`src/rtl/read_port_arbiter_if.sv`:
```
// Request/response bundle between the fetch stage, load unit, shared memory read port
// and the read port arbiter.
interface read_port_arbiter_if;
    localparam int unsigned DW = 32;

    logic [DW-1:0] i_addr;
    logic          i_avalid;
    logic          i_aready;
    logic          i_flush;
    logic          i_valid;
    logic [DW-1:0] i_data;
    logic [DW-1:0] d_addr;
    logic          d_avalid;
    logic          d_aready;
    logic          d_valid;
    logic [DW-1:0] d_data;
    logic [DW-1:0] m_addr;
    logic          m_avalid;
    logic          m_aready;
    logic          m_valid;
    logic [DW-1:0] m_data;
    logic          err;

    // Arbiter side
    modport slave (
        input  i_addr, i_avalid, i_flush, d_addr, d_avalid, m_aready, m_valid, m_data,
        output i_aready, i_valid, i_data, d_aready, d_valid, d_data, m_addr, m_avalid, err
    );

    // Requester/memory environment side
    modport master (
        output i_addr, i_avalid, i_flush, d_addr, d_avalid, m_aready, m_valid, m_data,
        input  i_aready, i_valid, i_data, d_aready, d_valid, d_data, m_addr, m_avalid, err
    );
endinterface

```
`src/rtl/read_port_arbiter.sv`:
```
// Shares one memory read port between instruction fetch and load unit, tracking the
// source of each outstanding request in an in-order tag queue for response routing.
module read_port_arbiter #(
    parameter int unsigned TAG_DEPTH    = 4,
    parameter int unsigned STARVE_LIMIT = 4
) (
    input  logic                 clk,
    input  logic                 rst,
    read_port_arbiter_if.slave   bus
);
    localparam int unsigned DW = 32;
    localparam int unsigned PW = $clog2(TAG_DEPTH);
    localparam int unsigned CW = PW + 1;
    localparam int unsigned SW = 4;

    logic [TAG_DEPTH-1:0] q_src;
    logic [TAG_DEPTH-1:0] q_disc;
    logic [PW-1:0]        wr_ptr;
    logic [PW-1:0]        rd_ptr;
    logic [CW-1:0]        count;
    logic [SW-1:0]        starve_cnt;
    logic                 err_q;

    logic full;
    logic empty;
    logic cand;
    logic inst_win;
    logic accept;
    logic pop;
    logic head_src;
    logic head_disc;

    // Arbitration and acceptance; full is judged before any same-cycle pop
    always_comb begin
        full     = (count == CW'(TAG_DEPTH));
        empty    = (count == '0);
        cand     = !rst && (bus.i_avalid || bus.d_avalid) && !full;
        inst_win = !bus.d_avalid || ((starve_cnt == SW'(STARVE_LIMIT)) && bus.i_avalid);
        accept   = cand && bus.m_aready;
        pop      = !rst && bus.m_valid && !empty;
        head_src  = q_src[rd_ptr];
        head_disc = q_disc[rd_ptr];
    end

    assign bus.m_avalid = cand;
    assign bus.m_addr   = cand ? (inst_win ? bus.i_addr : bus.d_addr) : '0;
    assign bus.i_aready = accept && inst_win;
    assign bus.d_aready = accept && !inst_win;

    // Response routing; an instruction head in a flush cycle is already stale
    assign bus.i_valid = pop && !head_src && !head_disc && !bus.i_flush;
    assign bus.d_valid = pop && head_src;
    assign bus.i_data  = bus.i_valid ? bus.m_data : '0;
    assign bus.d_data  = bus.d_valid ? bus.m_data : '0;
    assign bus.err     = err_q;

    always_ff @(posedge clk) begin
        if (rst) begin
            q_src      <= '0;
            q_disc     <= '0;
            wr_ptr     <= '0;
            rd_ptr     <= '0;
            count      <= '0;
            starve_cnt <= '0;
            err_q      <= 1'b0;
        end else begin
            // Flush marks queued instruction tags; the push below lands clean
            for (int unsigned k = 0; k < TAG_DEPTH; k++) begin
                if (bus.i_flush && !q_src[k]) q_disc[k] <= 1'b1;
            end
            if (accept) begin
                q_src[wr_ptr]  <= !inst_win;
                q_disc[wr_ptr] <= 1'b0;
                wr_ptr         <= wr_ptr + PW'(1);
            end
            if (pop) rd_ptr <= rd_ptr + PW'(1);
            count <= count + CW'(accept) - CW'(pop);

            if (!bus.i_avalid || bus.i_aready)
                starve_cnt <= '0;
            else if (bus.d_aready && (starve_cnt != SW'(STARVE_LIMIT)))
                starve_cnt <= starve_cnt + SW'(1);

            if (bus.m_valid && empty) err_q <= 1'b1;
        end
    end

    logic unused_ok;
    assign unused_ok = &{1'b0, DW[0]};
endmodule

```
`src/flat_wrapper.sv`:
```
// flat-port wrapper written by rule: the top's interface ports become plain ports
module read_port_arbiter_flat 
#(
    parameter int unsigned TAG_DEPTH    = 4,
    parameter int unsigned STARVE_LIMIT = 4
)
  (clk, rst, bus_i_addr, bus_i_avalid, bus_i_flush, bus_d_addr, bus_d_avalid, bus_m_aready, bus_m_valid, bus_m_data, bus_i_aready, bus_i_valid, bus_i_data, bus_d_aready, bus_d_valid, bus_d_data, bus_m_addr, bus_m_avalid, bus_err);
  read_port_arbiter_if bus_i ();
  input  logic clk;
  input  logic rst;
  input wire logic [$bits(bus_i.i_addr)-1:0] bus_i_addr;
  input wire logic [$bits(bus_i.i_avalid)-1:0] bus_i_avalid;
  input wire logic [$bits(bus_i.i_flush)-1:0] bus_i_flush;
  input wire logic [$bits(bus_i.d_addr)-1:0] bus_d_addr;
  input wire logic [$bits(bus_i.d_avalid)-1:0] bus_d_avalid;
  input wire logic [$bits(bus_i.m_aready)-1:0] bus_m_aready;
  input wire logic [$bits(bus_i.m_valid)-1:0] bus_m_valid;
  input wire logic [$bits(bus_i.m_data)-1:0] bus_m_data;
  output wire logic [$bits(bus_i.i_aready)-1:0] bus_i_aready;
  output wire logic [$bits(bus_i.i_valid)-1:0] bus_i_valid;
  output wire logic [$bits(bus_i.i_data)-1:0] bus_i_data;
  output wire logic [$bits(bus_i.d_aready)-1:0] bus_d_aready;
  output wire logic [$bits(bus_i.d_valid)-1:0] bus_d_valid;
  output wire logic [$bits(bus_i.d_data)-1:0] bus_d_data;
  output wire logic [$bits(bus_i.m_addr)-1:0] bus_m_addr;
  output wire logic [$bits(bus_i.m_avalid)-1:0] bus_m_avalid;
  output wire logic [$bits(bus_i.err)-1:0] bus_err;
  assign bus_i.i_addr = bus_i_addr;
  assign bus_i.i_avalid = bus_i_avalid;
  assign bus_i.i_flush = bus_i_flush;
  assign bus_i.d_addr = bus_d_addr;
  assign bus_i.d_avalid = bus_d_avalid;
  assign bus_i.m_aready = bus_m_aready;
  assign bus_i.m_valid = bus_m_valid;
  assign bus_i.m_data = bus_m_data;
  assign bus_i_aready = bus_i.i_aready;
  assign bus_i_valid = bus_i.i_valid;
  assign bus_i_data = bus_i.i_data;
  assign bus_d_aready = bus_i.d_aready;
  assign bus_d_valid = bus_i.d_valid;
  assign bus_d_data = bus_i.d_data;
  assign bus_m_addr = bus_i.m_addr;
  assign bus_m_avalid = bus_i.m_avalid;
  assign bus_err = bus_i.err;
  read_port_arbiter #(.TAG_DEPTH(TAG_DEPTH), .STARVE_LIMIT(STARVE_LIMIT)) u_core (.clk(clk), .rst(rst), .bus(bus_i));
endmodule
```
`config.mk`:
```
export PLATFORM = sky130hd
export DESIGN_NAME = read_port_arbiter_flat
export DESIGN_NICKNAME = d
export VERILOG_FILES = /design/src/rtl/read_port_arbiter_if.sv /design/src/rtl/read_port_arbiter.sv /design/src/flat_wrapper.sv
export SDC_FILE = /design/constraint.sdc
export NUM_CORES = 1
export LEC_CHECK = 0
export ABC_CLOCK_PERIOD_IN_PS = 2900
export BUFFER_PORTS_ARGS = -buffer_cell sky130_fd_sc_hd__buf_2
export CAP_MARGIN = 20
export CORE_MARGIN = 10
export CORE_UTILIZATION = 37
export CTS_BUF_LIST = sky130_fd_sc_hd__clkbuf_2 sky130_fd_sc_hd__clkbuf_4 sky130_fd_sc_hd__clkbuf_8
export CTS_CLUSTER_SIZE = 16
export DETAILED_ROUTE_END_ITERATION = 6
export HOLD_SLACK_MARGIN = 0.15
export PLACE_DENSITY = 0.87
export SLEW_MARGIN = 20
export SYNTH_ARGS = -nofsm -noshare
export SYNTH_HDL_FRONTEND = slang
export SYNTH_SLANG_ARGS = --single-unit
```
`constraint.sdc`:
```
create_clock -name clk -period 2.9 [get_ports clk]
set_input_delay 0.145 -clock clk [delete_from_list [all_inputs] [get_ports clk]]
set_output_delay 0.145 -clock clk [all_outputs]
set_load 0.05 [all_outputs]
```
Word-level counts from Yosys, hierarchy flattened. Cells that the tools add are included.

Reduce and logical (&&, ||, !) cells: 37. Equality and inequality tests: 3. Bitwise logic cells: 2. Multiplexer cells: 20. $lt $le $gt $ge: 3. Add/subtract/negate cells: 5.

Operators by type and width (number): 32-bit 2-to-1 mux (4); 1-bit logical AND (19); 1-bit zero test (13); 1-bit 2-to-1 mux (11); 2-bit by 3-bit < comparator with 1-bit output (second input constant) (2); 2-bit by 1-bit adder with 2-bit output (second input constant) (2); 4-bit by 1-bit adder with 4-bit output (second input constant) (1); 4-bit bitwise AND (1); 1-bit binary-select mux with 2-bit select (2); 4-bit bitwise mux (1); 4-bit by 3-bit == test with 1-bit output (second input constant) (1); 4-bit 2-to-1 mux (1); 4-bit by 3-bit inequality test with 1-bit output (second input constant) (1); 4-bit NOT (1); 3-bit by 1-bit adder with 3-bit output (1); 3-bit == test (second input constant) (1); 3-bit zero test (1); 1-bit logical OR (3); 3-bit by 1-bit subtractor with 3-bit output (1); 1-bit demux with 2-bit select (1); 2-bit by 1-bit greater-or-equal comparator with 1-bit output (second input constant) (1); 2-bit OR reduction (1).

Output and inout port bits: 102. Logic and storage cells: 77. Input port bits: 103. Flip-flop bits (word level): 20.

Depth between registers and ports, before layout.
Depth after elaboration: 7. Mapped depth: 9. Gate-level depth less buffers: 8.

Worst setup path before layout. Ideal clock, no wire load.

Kind: flip-flop to output port. Start: register u_core.starve_cnt[0]. End: output bus_m_addr[10]. Setup slack: 0.520 ns. Buffers on the path: 2. Cell stages (with the launch flop): 9. Arrival time: 2.235 ns. Data required time: 2.755 ns. Cells stage by stage: dfxtp_1 inv_1 ha_1 nand4b_1 and2_1 clkbuf_1 clkbuf_1 nand2_1 a21oi_1.

Word-level cells in the longest chain between the ends: 5.

RTL lines: start: declaration (RTL line read_port_arbiter.sv:21) `logic [SW-1:0] starve_cnt;`; start signal: assignment (RTL line read_port_arbiter.sv:82) `starve_cnt <= starve_cnt + SW'(1);`; 4-bit by 3-bit == test with 1-bit output (RTL line read_port_arbiter.sv:38) `inst_win = !bus.d_avalid || ((starve_cnt == SW'(STARVE_LIMIT)) && bus.i_avalid);`; 1-bit logical AND (RTL line read_port_arbiter.sv:38); 1-bit logical OR (RTL line read_port_arbiter.sv:38); 32-bit 2-to-1 mux (2 in series) (RTL line read_port_arbiter.sv:46) `assign bus.m_addr = cand ? (inst_win ? bus.i_addr : bus.d_addr) : '0;`; end: declaration (RTL line flat_wrapper.sv:25) `output wire logic [$bits(bus_i.m_addr)-1:0] bus_m_addr;`.

Every way passes these cells.

Worst setup path in the final report.
Start: register u_core.rd_ptr[0]. End: output bus_i_data[30].

Word-level cells in the longest chain between the ends: 7. Elaborated cells between the ends (all ways): 10. Classes of those cells: mux: 5; reduce/logical: 5.

RTL lines: start: declaration (RTL line read_port_arbiter.sv:19) `logic [PW-1:0] rd_ptr;`; start signal: assignment (RTL line read_port_arbiter.sv:76) `if (pop) rd_ptr <= rd_ptr + PW'(1);`; 1-bit binary-select mux with 2-bit select (RTL line read_port_arbiter.sv:41) `head_src = q_src[rd_ptr];`; 1-bit 2-to-1 mux (implied by the code) (RTL line read_port_arbiter.sv:41); 1-bit zero test (RTL line read_port_arbiter.sv:51) `assign bus.i_valid = pop && !head_src && !head_disc && !bus.i_flush;`; 1-bit logical AND (RTL line read_port_arbiter.sv:51); 1-bit logical AND * (2 in series) (RTL line read_port_arbiter.sv:51); 32-bit 2-to-1 mux * (RTL line read_port_arbiter.sv:53) `assign bus.i_data = bus.i_valid ? bus.m_data : '0;`; end: declaration (RTL line flat_wrapper.sv:21) `output wire logic [$bits(bus_i.i_data)-1:0] bus_i_data;`.

Every way passes the cells marked *; elsewhere a longest branch is shown, timed or not. The select of a mux whose other input is x is not followed.

==> results_dict.tcl <==
set metrics [dict create \
    gp_congestion 0.8683 \
    hp-start "rst" \
    p_int_mw 0.6521 \
    r2r_start "u_core.count[1]" \
    grt_pass1_vias 2741 \
    synth_nets 404 \
    postSynthCellCount 293 \
    cts_htree_levels 1 \
    crit_slowest_cell "mux4_2" \
    vias_per_cell 4.832 \
    dp_cells 550 \
    min_path_type "in -> reg" \
    rsz0062_at_grt "no" \
    swShare_pct 49.28 \
    final_util_pct 59.97 \
    max-vdd-ir-drop_mv 0.3107 \
    status "finished, final reports clean" \
    grt_overflow 0 \
    pin_count 205 \
    fin_nets 597 \
    layout-drive-gt1-share_pct 48.25 \
    tns_ns 0 \
    cts_tree "done" \
    leakage_nw 1.895 \
    min_to "u_core.bus.err" \
    cts-buffers-inserted 3 \
    crit_type "reg -> out" \
    end_kind "output port" \
    finClkSkew_ns 0.002173 \
    critical_path_required_ns 2.76 \
    synth.distinct_cells 40 \
    setup_viol 0 \
    min_period_over_period_pct 91.15 \
    timing.hold.ws_ns 0.2685 \
    clkSinkCount 20 \
    maxCapViolCount 0 \
    cellPowerDensity_nw_per_um2 414.5 \
    die_area_sq_um 8723 \
    pwr-share-comb_pct 57.5 \
    synth_area_sq_um 1993 \
    first_iter_violations 100 \
    reg2reg_to "u_core.count[2]" \
    route.detailed.drc 0 \
    worstRegToRegCells 8 \
    r2r_setup_slack_ns 0.68 \
    synth_edf_count 0 \
    synth_warnings 0 \
    cts.path.max_buffers 2 \
    fp.dieW_um 93.40 \
    grt_max_degree 36 \
    cp_max_fo 34 \
    start_util_pct 38.53 \
    cp-start-kind "flip-flop" \
    timing.final.hold_violations 0 \
    first_pass_iters 4 \
    clkTransAtPathRegs_ns 0.07 \
    wl_per_cell_um 15.99 \
    ys_ff_latch 20 \
    yosys_most_used_dff "dfxtp_1" \
    cts_resized 0 \
    route.vias.total 2682 \
    ant_nets 0 \
    grt_pass1_wl_um 13860 \
    grt_util_all_layers_pct 18.91 \
    synthArstFlopShare_pct 0 \
    ys_seq_area_share_pct 20.09 \
    wl_um 8872 \
    arrival_ns 2.50 \
    core-area_sq_um 5172 \
    syn2layout_area_growth_pct 55.62 \
    antenna_found_initial 0 \
    rows 26 \
    fin_crit_ns 2.643 \
    final-max-slew-violation-count 0 \
    crit_chain "mux4_2, nor4b_4, buf_4, and2_2, buf_2" \
    crit_path_max_incr_delay_ns 0.77 \
    die_h_um 93.40 \
    hpwlAfterDp_um 7520 \
    switchingPower_mw 0.6336 \
    antenna_cells 0 \
    clock_power_share_pct 16.5 \
    finalNonFillerCells 555 \
    slew_headroom_pct 68.08 \
    port_buffers 204 \
    hold_depth 2 \
    insertion_delay_ns 0.26 \
    cts_root_buffer "clkbuf_8" \
    worstMarginPinSlew_ns 0.4788 \
    max_freq_mhz 378.3 \
    p_seq_share_pct 26.0 \
    synth.avg_cell_area_sq_um 6.803 \
]
how the worst max path moves through the flow:
stage	start	slack, ns	end	cells after the start
after floorplan	u_core.starve_cnt[0]	0.52	bus_m_addr[10]	8
after global placement	u_core.rd_ptr[0]	0.64	bus_i_data[25]	5
after detailed placement	u_core.rd_ptr[0]	0.55	bus_i_data[27]	5
after CTS	u_core.rd_ptr[0]	0.26	bus_i_data[27]	5
after global routing	u_core.rd_ptr[0]	0.12	bus_i_data[25]	5
final	u_core.rd_ptr[0]	0.26	bus_i_data[30]	5
routing by layer:
| metal | track usage (%) | share of wire [%] | vias to the layer above |
|---|---|---|---|
| met3 | 11.11 | 18 | 6 |
| met1 | 17.96 | 33 | 1167 |
| li1 | - | - | 1360 |
| met4 | 3.470 | 0.63 | 0 |
| met2 | 34.57 | 49 | 149 |
| met5 | 0 | 0 | - |
worst max-delay path, delay by kind of cell (launching register included):
kind	cells	cell delay, ns
muxes	1	0.77
buffers and inverters	2	0.54
and+or+nand+nor	2	0.50
DFF	1	0.42
cells in the mapped netlist (all sizes together), types with 2 or more instances:
cell | count | share of area [%]
mux2i | 3 | 1.5
ha | 7 | 4.4
xnor2 | 5 | 2.2
dfxtp | 20 | 20
and3 | 33 | 11
mux4 | 2 | 2.4
a21o | 3 | 1.1
inv | 11 | 2.1
nor3b | 2 | 1.0
nand3 | 3 | 0.75
xor2 | 2 | 0.88
nand2b | 3 | 0.94
a211oi | 4 | 1.5
buf | 5 | 2.1
and2 | 36 | 12
a21oi | 42 | 11
nor3 | 3 | 1.0
nor2 | 13 | 2.4
nand2 | 65 | 12
clkbuf | 18 | 3.4
sequential cells by signal, indices dropped and copies added, names as in the netlist:
signal,flops
u_core.wr_ptr,2
u_core.bus.err,1
u_core.q_disc,4
u_core.count,3
u_core.q_src,4
u_core.starve_cnt,4
u_core.rd_ptr,2
what timing repair did:
action | 4_1_cts | 5_1_grt
buffers inserted | 0 | 0
hold endpoints to repair | 1 | 0
hold buffers | 1 | 0
cell type report:
cell class              count  area (sq um)
repair buffers            211          1076
clock buffers               4         55.05
well taps                  70         87.58
multi-input cells         239          1441
inverters                  11         41.29
flip-flops and latches     20         400.4
fillers                   474          2071
power groups by stage:
stage	logic, mW	clock network [mW]	registers [mW]
finish	0.739	0.212	0.334
floorplan	0.533	0	0.347
CTS	0.744	0.217	0.334
global placement	0.725	0	0.340
detailed placement	0.740	0	0.340
global route	0.801	0.229	0.339
cell usage in the layout (no fill, tap or decap), types with 2 or more instances in the layout:
cell and count:
buf_2 204, nand2_1 65, a21oi_1 42, and3_1 30, and2_1 25, dfxtp_1 20, nor2_1 13, inv_1 11
and2_2 11, ha_1 7, buf_4 6, xnor2_1 5, a211oi_1 4, clkbuf_8 4, and3_2 3, nand2b_1 3
nand3_1 3, a21o_1 3, mux2i_1 3, nor3_1 2, xor2_1 2
through the flow:
step                      area, sq um  setup slack, ns  total power [mW]
after floorplan                  1993           0.5201            0.8799
after global placement           3037           0.6400             1.065
after detailed placement         3037           0.5489             1.080
after CTS                        3102           0.2553             1.295
after global routing             3102           0.1156             1.369
final                            3102           0.2568             1.286
logic make-up (layout without fill, tap and decap cells):
| family | Yosys count | count (layout) | share of synthesized area [%] |
|---|---|---|---|
| simple gates | 167 | 167 | 45.26 |
| compound gates | 52 | 52 | 14.63 |
| buf+inv | 34 | 226 | 7.595 |
| flops | 20 | 20 | 20.09 |
| fa+ha+maj | 8 | 8 | 5.398 |
| xor+xnor | 7 | 7 | 3.076 |
| mux | 5 | 5 | 3.955 |
Power figures use the tool's default switching activity.
